<file path="src/rtl/bus_mux_pkg.sv">
// rtl/bus_mux_pkg.sv - shared types and one-hot helpers for the datapath bus muxes
package bus_mux_pkg;

  localparam int MAX_N = 16;

  typedef enum logic {
    MODE_GATE = 1'b0,
    MODE_ARB  = 1'b1
  } mux_mode_t;

  // Callers zero-extend narrower select vectors to MAX_N bits.
  function automatic logic is_onehot(input logic [MAX_N-1:0] v);
    return (v != '0) && ((v & (v - 1'b1)) == '0);
  endfunction

  function automatic logic [3:0] onehot_to_idx(input logic [MAX_N-1:0] v);
    logic [3:0] idx;
    idx = '0;
    for (int i = 0; i < MAX_N; i++) begin
      if (v[i]) idx = 4'(i);
    end
    return idx;
  endfunction

endpackage

</file>
<file path="src/rtl/rr_arbiter.sv">
// rtl/rr_arbiter.sv - combinational round-robin pick starting the scan at ptr
module rr_arbiter #(
  parameter int N = 4
) (
  input  logic [N-1:0]         req,
  input  logic [$clog2(N)-1:0] ptr,
  output logic [N-1:0]         grant,
  output logic [$clog2(N)-1:0] grant_idx,
  output logic                 any
);

  localparam int IW = $clog2(N);

  logic [IW-1:0] k;

  always_comb begin
    grant     = '0;
    grant_idx = '0;
    any       = 1'b0;
    k         = '0;
    // Visit ptr, ptr+1, ... wrapping modulo N; the first requester found wins.
    for (int i = 0; i < N; i++) begin
      k = IW'((int'(ptr) + i) % N);
      if (!any && req[k]) begin
        any       = 1'b1;
        grant[k]  = 1'b1;
        grant_idx = k;
      end
    end
  end

endmodule

</file>
<file path="src/rtl/bus_arb_mux.sv">
// rtl/bus_arb_mux.sv - N-channel registered bus mux with one-hot gate or round-robin arbitration
module bus_arb_mux
  import bus_mux_pkg::*;
#(
  parameter int W = 16,
  parameter int N = 4
) (
  input  logic                 Clk,
  input  logic                 Reset,
  input  logic                 Mode,
  input  logic [N-1:0]         Gate,
  input  logic [N-1:0]         Req,
  input  logic [N*W-1:0]       Din,
  output logic [N-1:0]         Ack,
  output logic [W-1:0]         Out,
  output logic                 Out_Valid,
  input  logic                 Out_Ready,
  output logic [$clog2(N)-1:0] Grant_Idx,
  output logic                 Err
);

  localparam int IW = $clog2(N);

  mux_mode_t        mode;
  logic             load;
  logic             capture;
  logic [MAX_N-1:0] gate_ext;
  logic             gate_onehot;
  logic             gate_any;
  logic             sel_valid;
  logic [N-1:0]     sel_oh;
  logic [IW-1:0]    sel_idx;
  logic [N-1:0]     arb_oh;
  logic [IW-1:0]    arb_idx;
  logic             arb_any;
  logic [IW-1:0]    ptr;
  logic [IW-1:0]    ptr_next;

  assign mode        = mux_mode_t'(Mode);
  assign gate_ext    = MAX_N'(Gate);
  assign gate_onehot = is_onehot(gate_ext);
  assign gate_any    = (Gate != '0);

  rr_arbiter #(.N(N)) u_rr_arbiter (
    .req       (Req),
    .ptr       (ptr),
    .grant     (arb_oh),
    .grant_idx (arb_idx),
    .any       (arb_any)
  );

  always_comb begin
    sel_valid = 1'b0;
    sel_oh    = '0;
    sel_idx   = '0;
    if (mode == MODE_ARB) begin
      sel_valid = arb_any;
      sel_oh    = arb_oh;
      sel_idx   = arb_idx;
    end else begin
      sel_valid = gate_onehot;
      sel_oh    = Gate;
      sel_idx   = IW'(onehot_to_idx(gate_ext));
    end
  end

  // The output register can take a word when empty or when it is being drained this edge.
  assign load     = !Out_Valid || Out_Ready;
  assign capture  = !Reset && load && sel_valid;
  assign ptr_next = (arb_idx == IW'(N - 1)) ? '0 : arb_idx + 1'b1;

  assign Ack = capture ? sel_oh : '0;
  assign Err = !Reset && (mode == MODE_GATE) && gate_any && !gate_onehot;

  always_ff @(posedge Clk) begin
    if (Reset) begin
      Out       <= '0;
      Out_Valid <= 1'b0;
      Grant_Idx <= '0;
      ptr       <= '0;
    end else if (capture) begin
      Out       <= Din[sel_idx*W +: W];
      Out_Valid <= 1'b1;
      Grant_Idx <= sel_idx;
      if (mode == MODE_ARB) ptr <= ptr_next;
    end else if (Out_Ready) begin
      Out_Valid <= 1'b0;
    end
  end

endmodule

</file>
<file path="config.mk">
export PLATFORM = sky130hd
export DESIGN_NAME = bus_arb_mux
export DESIGN_NICKNAME = d
export VERILOG_FILES = /design/src/rtl/bus_mux_pkg.sv /design/src/rtl/rr_arbiter.sv /design/src/rtl/bus_arb_mux.sv
export SDC_FILE = /design/constraint.sdc
export NUM_CORES = 1
export LEC_CHECK = 0
export ABC_AREA = 1
export BUFFER_PORTS_ARGS = -buffer_cell sky130_fd_sc_hd__buf_2
export CORE_AREA = 2 2 67 85
export DETAILED_ROUTE_END_ITERATION = 10
export DIE_AREA = 0 0 69 87
export GPL_TIMING_DRIVEN = 1
export PLACE_DENSITY_LB_ADDON = 0.12
export SYNTH_ARGS = -nofsm -noshare
export SYNTH_HDL_FRONTEND = slang
export SYNTH_SLANG_ARGS = --single-unit
</file>
<file path="constraint.sdc">
create_clock -name Clk -period 6.45 [get_ports Clk]
set_input_delay 1.29 -clock Clk [delete_from_list [all_inputs] [get_ports Clk]]
set_output_delay 1.29 -clock Clk [all_outputs]
set_load 0.03 [all_outputs]
</file>
Yosys cells after proc, flatten, opt, wreduce, memory -nomap -nowiden. Cells that the tools add are included. Widths: inputs -> output; s select.

Register bits: 21. Bits of input ports: 76. Output and inout bits: 24. Word-level logic and storage cells: 87.

Add/sub/neg operators: 5. Magnitude comparators: 8. Equality and inequality tests: 1. Shifts and indexed selects: 1. Multiplexer cells: 38. Bitwise operators: 5. Reductions and logical operators: 25.

Operator list (number): $shiftx 64x7->16 (1); $mux 4 (6); $and 4x16->16 (1); $logic_not 16->1 (1); $mux 1 (16); $mux 2 (8); $reduce_bool 16->1 (1); $logic_and 1x1->1 (13); $lt 2x3->1 const B (4); $or 4x4->4 (3); $bmux 1 s2 (4); $demux 1 s2 (4); $ge 2x1->1 const B (4); $logic_not 1->1 (6); $sub 4x1->5 const B (1); $add 2x1->2 const B (2); $add 2x2->2 const B (2); $reduce_bool 4->1 (1); $eq 2x2->1 const B (1); $reduce_and 2->1 (1); $reduce_bool 2->1 (1); $logic_or 1x1->1 (1); $not 1->1 (1).

Logic depth before layout (Yosys ltp). Gate-level depths: netlist of run 1.

Word-level depth: 15. Mapped depth: 20. Mapped depth without buffers: 16.

By module. From an unflattened synthesis of run 1, not the netlist that was laid out.

Cells, all modules: 427. Area total of the unflattened synthesis: 2332.2 um^2.

Modules (own cells, without submodules): bus_arb_mux (instances 1, cells an instance 353, area an instance 1891.8 um^2, sequential area each 420.4 um^2); rr_arbiter (instances 1, cells an instance 74, area an instance 440.4 um^2, sequential area each 0.0 um^2).

Worst setup path before layout of run 1. No wires, ideal clock.

Path kind: input port to output port. Start point: input port Gate[3]. End point: output port Ack[3]. Arrival: 3.119 ns. Data required time: 5.160 ns. Setup slack: 2.041 ns. Stages on the path: 9. Path buffers: 1. Cell sequence: or2_2 o22ai_1 inv_1 nor2_1 nor2_1 nor2_1 nand2_1 clkbuf_1 a311oi_1.

Cells in the longest elaborated chain, start to end: 7. Elaborated cells on any way between the ends: 9. Classes of those cells: 1 x add/sub; 3 x mux; 1 x bitwise; 4 x reduce/logical.

RTL lines: start, declared (line bus_arb_mux.sv:11) `input logic [N-1:0] Gate,`; $sub 4x1->5 (line bus_mux_pkg.sv:13) `return (v != '0) && ((v & (v - 1'b1)) == '0);`; $and 4x16->16 (line bus_mux_pkg.sv:13); $logic_not 16->1 (line bus_mux_pkg.sv:13); $logic_and 1x1->1 (line bus_mux_pkg.sv:13); $mux 1 (line bus_arb_mux.sv:56) `if (mode == MODE_ARB) begin`; $logic_and 1x1->1 (line bus_arb_mux.sv:69) `assign capture = !Reset && load && sel_valid;`; $mux 4 (*) (line bus_arb_mux.sv:72) `assign Ack = capture ? sel_oh : '0;`; end, declared (line bus_arb_mux.sv:14) `output logic [N-1:0] Ack,`.

Mark *: on every way between the ends. The rest lies on a longest branch, timed or not.

Final worst setup path of run 1.
Start point: register ptr[0]. End point: output port Ack[2].

Cells in the longest elaborated chain, start to end: 15. Elaborated cells on any way between the ends: 52. Classes of those cells: 3 x add/sub; 8 x order compare; 27 x mux; 3 x bitwise; 11 x reduce/logical.

RTL lines: start, declared (line bus_arb_mux.sv:36) `logic [IW-1:0] ptr;`; start signal, assigned (line bus_arb_mux.sv:85) `if (mode == MODE_ARB) ptr <= ptr_next;`; branches (longest 14 deep; another with $lt 2x3->1); $mux 4 (*) (line bus_arb_mux.sv:72).

Every way passes the cells marked *. The select of a mux whose other input is x is not followed.

==> out/results.tsv, run 1 <==
stage	metric	value	unit
outcome	status	complete, no violations	
layout	Area Overhead vs Synth	25.4	%
floorplan	die area	6000	um2
synthesis	Synth Area in Compound Gates	0.166	
synthesis	xor/xnor cell area share of the yosys netlist	0.00434	
floorplan	Starting Density	0.384	
synthesis	warnings from Yosys	0	
cts	Clock Latency Late Sink	0.26	ns
synthesis	Synth Register Bits	21	
global_routing	first-pass GRT wire length	9430	um
synthesis	Net Count, Synth	399	
cts	clock slew at reported path FFs	0.07	ns
timing	Max Slew Vio Count	0	
timing	endpoints failing hold	0	
floorplan	Die X-Extent	69	um
synthesis	ys flop type	dfxtp_1	
setup_path	Worst setup SP type	flop	
synthesis	mean area per synthesized cell	6.41	um2
cts	setup repair bufs after CTS	0	
synthesis	Synth cell types	36	
route	Via Count	2319	
layout	fin area	2530	um2
route	Antenna Violating Nets Remaining	0	
layout	diodes inserted	0	
cts	CTS tree	yes	
setup_path	crit end category	output pin	
setup_path	CP arrival	3.65	ns
layout	share of cells above drive strength 1	0.310	
timing	Final Worst Setup Slack	1.51	ns
timing	ratio of final minimum period to clock period	0.766	
synthesis	Synth Cell Area	2020	um2
synthesis	Commonest cells post-synth	nand2_1 (75), nand3_1 (48), inv_1 (40), dfxtp_1 (21)	
route	wire per inst	12.1	um
power_and_ir_drop	Pleak	1.41	nW
cts	Post-CTS Resized	0	
synthesis	Simple-Gate Fraction of Synth Area	0.435	
synthesis	Post-synth ARST share	0	
timing	Worst Skew	0.00317	ns
route	drt total wl	5630	um
cts	Hold-fix buffers, CTS	0	
synthesis	Synth area leaders	dfxtp_1 (21%), nand2_1 (14%), nand3_1 (12%)	
timing	final setup fails	0	
placed_design	RD Place Congestion	0.846	
setup_path	Setup CP Type	reg2out	
global_routing	GRT Util Overall	0.188	
synthesis	mux contribution to synthesized area	0	
floorplan	core region area	5260	um2
power_and_ir_drop	VDD IR-drop max	0.0000794	V
route	Via density	4.97	
synthesis	dominant cell type by area after synthesis	dfxtp_1	
placed_design	pre-CTS setup slack	1.56	ns
global_routing	Congestion Overflow GR	0	
cts	total CTS buffers	3	
floorplan	Die Height	87	um
global_routing	initial antenna violation count	0	
timing	Max-slew headroom	0.360	
route	drt pass-1 iters	4	
placed_design	Port Buf Inserts	99	
timing	crit path time final	4.94	ns
synthesis	most frequent cell after synthesis	nand2_1	
layout	NumNets Final	488	
route	DRC viols	0	
synthesis	post-synth top area share	0.208	
setup_path	Worst EP required	5.16	ns
floorplan	row cnt	30	
global_routing	largest net degree at the start of global routing	40	
synthesis	main combinational cell family by area after synthesis	simple AND/OR/NAND/NOR gates	
timing	Setup TNS Final	0	ns
timing	fmax	203	MHz
power_and_ir_drop	Final Power	0.526	mW
worst_hold_path	HP Class	reg2reg	
job	Max-Cap Viols	0	
floorplan	io pins	100	
cts	H-tree Lvls	1	
timing	RSZ-0062 raised after global routing	false	
cts	clk buf depth	2	
placed_design	Placed Area	2480	um2
placed_design	Post-DP HPWL	4410	um
synthesis	cells after synthesis	315	
global_routing	vias in the first global route	2206	
synthesis	Adder-Cell Fraction of Synth Area	0.0496	
cts	CTS sink count	21	
timing	Worst Tran Pin Value	0.960	ns
power_and_ir_drop	Pwr Density	208	nW/um2
timing	hold slack	0.481	ns
route	Starting DRT DRC Count	99	
setup_path	Max Fanout on Critical Path	23	
synthesis	register area share after synthesis	0.208	
cts	clk root buf	clkbuf_8	
synthesis	Post-synth EDFFs	0	
## sequential cells by signal, indices dropped and copies added, names as in the netlist
name,count
Grant_Idx,2
Out,16
ptr,2
Out_Valid,1
## per-layer routing
layer | vias to the layer above | global-route usage | wire, um
met3 | 7 | 0.0220 | 271
met5 | - | 0 | 0
met2 | 70 | 0.354 | 2860
met4 | 0 | 0.0713 | 98
li1 | 1207 | - | -
met1 | 1035 | 0.217 | 2400
## layout make-up
| class | instances | area [um2] |
|---|---|---|
| fillers | 578 | 2730 |
| multi-input cells | 235 | 1320 |
| repair buffers | 99 | 495 |
| flip-flops and latches | 21 | 420 |
| inverters | 44 | 168 |
| well taps | 64 | 80.1 |
| clock buffers | 4 | 45.0 |
## cells by family (layout without fill, tap and decap cells)
kind of cell / after synthesis / after routing
AO/OA/AOI/OAI: 53 / 53
XOR/XNOR: 1 / 1
adder cells (fa/ha/maj): 8 / 8
buffers and inverters: 59 / 147
flip-flops: 21 / 21
AND/OR/NAND/NOR: 173 / 173
## cells in the final DEF (no fill, tap or decap), types with 4 or more instances in the layout
master,Yosys,final
a21oi_1,10,10
buf_2,3,99
dfxtp_1,21,21
ha_1,8,8
inv_1,40,40
nand2_1,75,75
nand2_2,5,5
nand2_4,5,5
nand3_1,48,48
nor2_1,8,8
o211ai_1,18,18
o21ai_0,13,13
o21ai_1,4,4
or2_1,18,18
## power breakdown
group | internal, mW | leakage [nW] | switching [mW]
combinational | 0.0906 | 1.22 | 0.181
sequential | 0.153 | 0.174 | 0.0149
clock | 0.0440 | 0.0228 | 0.0420
total | 0.288 | 1.41 | 0.238
## final timing paths
path / from / endpoint / slack [ns] / cells after the start
worst min register to register: Out[7] / Out[7] / 0.48 / 2
worst max-delay path: ptr[0] / Ack[2] / 1.51 / 12
worst max register to register: ptr[0] / Out[12] / 2.83 / 13
worst min-delay path: Out[7] / Out[7] / 0.48 / 2
## critical path: stages (launching register included)
cell and delay, ns:
dfxtp_1 0.69, inv_4 0.19, ha_1 0.45, inv_1 0.11, nand3_1 0.13, nand2_4 0.09, nor2_8 0.12, nand4_1 0.09
nand2_1 0.57, clkinv_1 0.48, o21ai_0 0.20, a21oi_1 0.06, buf_2 0.19
## through the flow
step                      instances  utilization
final                           467        0.481
after floorplan                 315            -
after global routing            467        0.481
after global placement          463        0.473
after detailed placement        463        0.473
after CTS                       467        0.481
No activity file was read; power rests on OpenSTA's default activity.
==> run 2, diff against run 1 <==
==> constraint.sdc (replaced) <==
create_clock -name Clk -period 4 [get_ports Clk]
set_input_delay 0.8 -clock Clk [delete_from_list [all_inputs] [get_ports Clk]]
set_output_delay 0.8 -clock Clk [all_outputs]
set_load 0.03 [all_outputs]
==> run 2 against run 1 <==
  * Cell area grew 0.94%
  * Die area is the same
  * Sequential cell count is the same
  * Non-clock buffer count grew 3
  * Cell count grew 0.64%
  * Largest cell class unchanged
==> out/results.tsv, run 2 (synthesis gave the netlist of run 1 again) <==
stage	metric	value	unit
route	wire per inst	12.4	um
layout	number of flip-flops in the largest register	16	
setup_path	Worst setup startpoint	ptr[0]	
cts	CTS sink count	21	
cts	setup repair bufs after CTS	0	
floorplan	Die Height	87	um
cts	Hold-fix buffers, CTS	0	
layout	leading cell type in the layout, fill and taps excluded	buf_2	
timing	fmax	279	MHz
route	drt total wl	5810	um
floorplan	core region area	5260	um2
placed_design	Post-DP HPWL	4510	um
global_routing	largest net degree at the start of global routing	40	
setup_path	crit end category	output pin	
layout	largest registers	Out: 16 flops, Grant_Idx: 2 flops, ptr: 2 flops	
global_routing	GRT Util Overall	0.192	
setup_path	Max Fanout on Critical Path	22	
setup_path	crit path cell chain	inv_4 > ha_1 > inv_1 > nand3_1 > nand2_4 > nor2_8 > nand4_1 > nand2_1 > buf_4 > a311oi_1 > buf_2	
timing	Max-slew headroom	0.310	
timing	final setup fails	0	
layout	commonest cells after routing, fill and taps aside	buf_2 (99), nand2_1 (75), nand3_1 (48)	
layout	share of cells above drive strength 1	0.318	
timing	ratio of final minimum period to clock period	0.897	
power_and_ir_drop	Pleak	1.43	nW
global_routing	first-pass GRT wire length	9810	um
setup_path	CP arrival	2.79	ns
floorplan	Die X-Extent	69	um
setup_path	Setup CP Type	reg2out	
timing	endpoints failing hold	0	
job	Max-Cap Viols	0	
cts	Post-CTS Resized	0	
setup_path	Worst EP required	3.20	ns
cts	clk root buf	clkbuf_8	
layout	NumNets Final	491	
floorplan	io pins	100	
layout	layout filler cell count	602	
floorplan	die area	6000	um2
setup_path	R2R Setup Slk	0.78	ns
cts	Clock Latency Late Sink	0.26	ns
timing	Setup TNS Final	0	ns
global_routing	vias in the first global route	2250	
power_and_ir_drop	VDD IR-drop max	0.000168	V
worst_hold_path	HP Class	reg2reg	
setup_path	Critical R2R Launch	ptr[0]	
timing	Max Slew Vio Count	0	
setup_path	Slowest cell on crit path	dfxtp_1	
global_routing	initial antenna violation count	0	
timing	Worst Tran Pin Value	1.03	ns
route	Via Count	2322	
timing	RSZ-0062 raised after global routing	false	
setup_path	Worst setup SP type	flop	
cts	CTS tree	yes	
cts	clk buf depth	2	
layout	Final Util	0.486	
timing	crit path time final	3.59	ns
setup_path	max incr delay on CP	0.65	ns
route	Starting DRT DRC Count	93	
route	DRC viols	0	
floorplan	row cnt	30	
worst_hold_path	min-delay src	Out[10]	
timing	Worst Skew	0.00384	ns
placed_design	Port Buf Inserts	99	
cts	clock slew at reported path FFs	0.08	ns
layout	Area Overhead vs Synth	26.5	%
cts	total CTS buffers	3	
global_routing	met3 usage in global routing	0.0208	
route	Antenna Violating Nets Remaining	0	
placed_design	RD Place Congestion	0.871	
global_routing	Congestion Overflow GR	0	
layout	diodes inserted	0	
floorplan	Starting Density	0.384	
route	Via density	4.94	
outcome	status	complete, no violations	
global_routing	met2 GRT Util	0.356	
power_and_ir_drop	Pwr Density	334	nW/um2
global_routing	grt met1 use	0.230	
cts	H-tree Lvls	1	
global_routing	busiest layer in global routing	met2	
route	drt pass-1 iters	4	
layout	largest reg by FF count	Out	
## run 2: path summary, 6_finish.rpt
check | to | cells after the start
hold / removal | Out[10] | 2
hold reg to reg | Out[10] | 2
setup reg to reg | Out[12] | 14
setup / recovery | Ack[3] | 11
## run 2: routing by layer
layer	vias to the layer above	wire length [um]
met4	0	129
met2	77	2910
met5	-	0
met3	12	301
li1	1216	-
met1	1017	2470
## run 2: critical path: cells and delay by family (launching register included)
family | cells | cell delay, ns
AOI/OAI and AO/OA | 1 | 0.27
and+or+nand+nor | 5 | 0.43
adders and majority gates | 1 | 0.41
buffers and inverters | 4 | 0.78
DFF | 1 | 0.65
## run 2: metrics by stage
step                      std cells  setup slack [ns]  hold WS [ns]  cell area (um2)  total power, mW
after global routing            470             0.129         0.507             2550            0.924
final                           470             0.410         0.474             2550            0.852
after floorplan                 315             0.571         0.599             2020            0.604
after detailed placement        466             0.705         0.465             2510            0.720
after CTS                       470             0.406         0.478             2550            0.862
after global placement          466             0.729         0.460             2510            0.719
## run 2: area by class of cell
cell class / instances / area, um2 / area share
Clock buffer: 3 / 41.3 / 0.0162
Timing Repair Buffer: 102 / 518 / 0.203
Multi-Input combinational cell: 235 / 1320 / 0.517
Inverter: 44 / 168 / 0.0657
Tap cell: 64 / 80.1 / 0.0314
Clock inverter: 1 / 5.00 / 0.00196
Sequential cell: 21 / 420 / 0.165
## run 2: where the power goes
part           internal (mW)  switching [mW]
clock                 0.0693          0.0694
sequential             0.247          0.0223
combinational          0.149           0.295
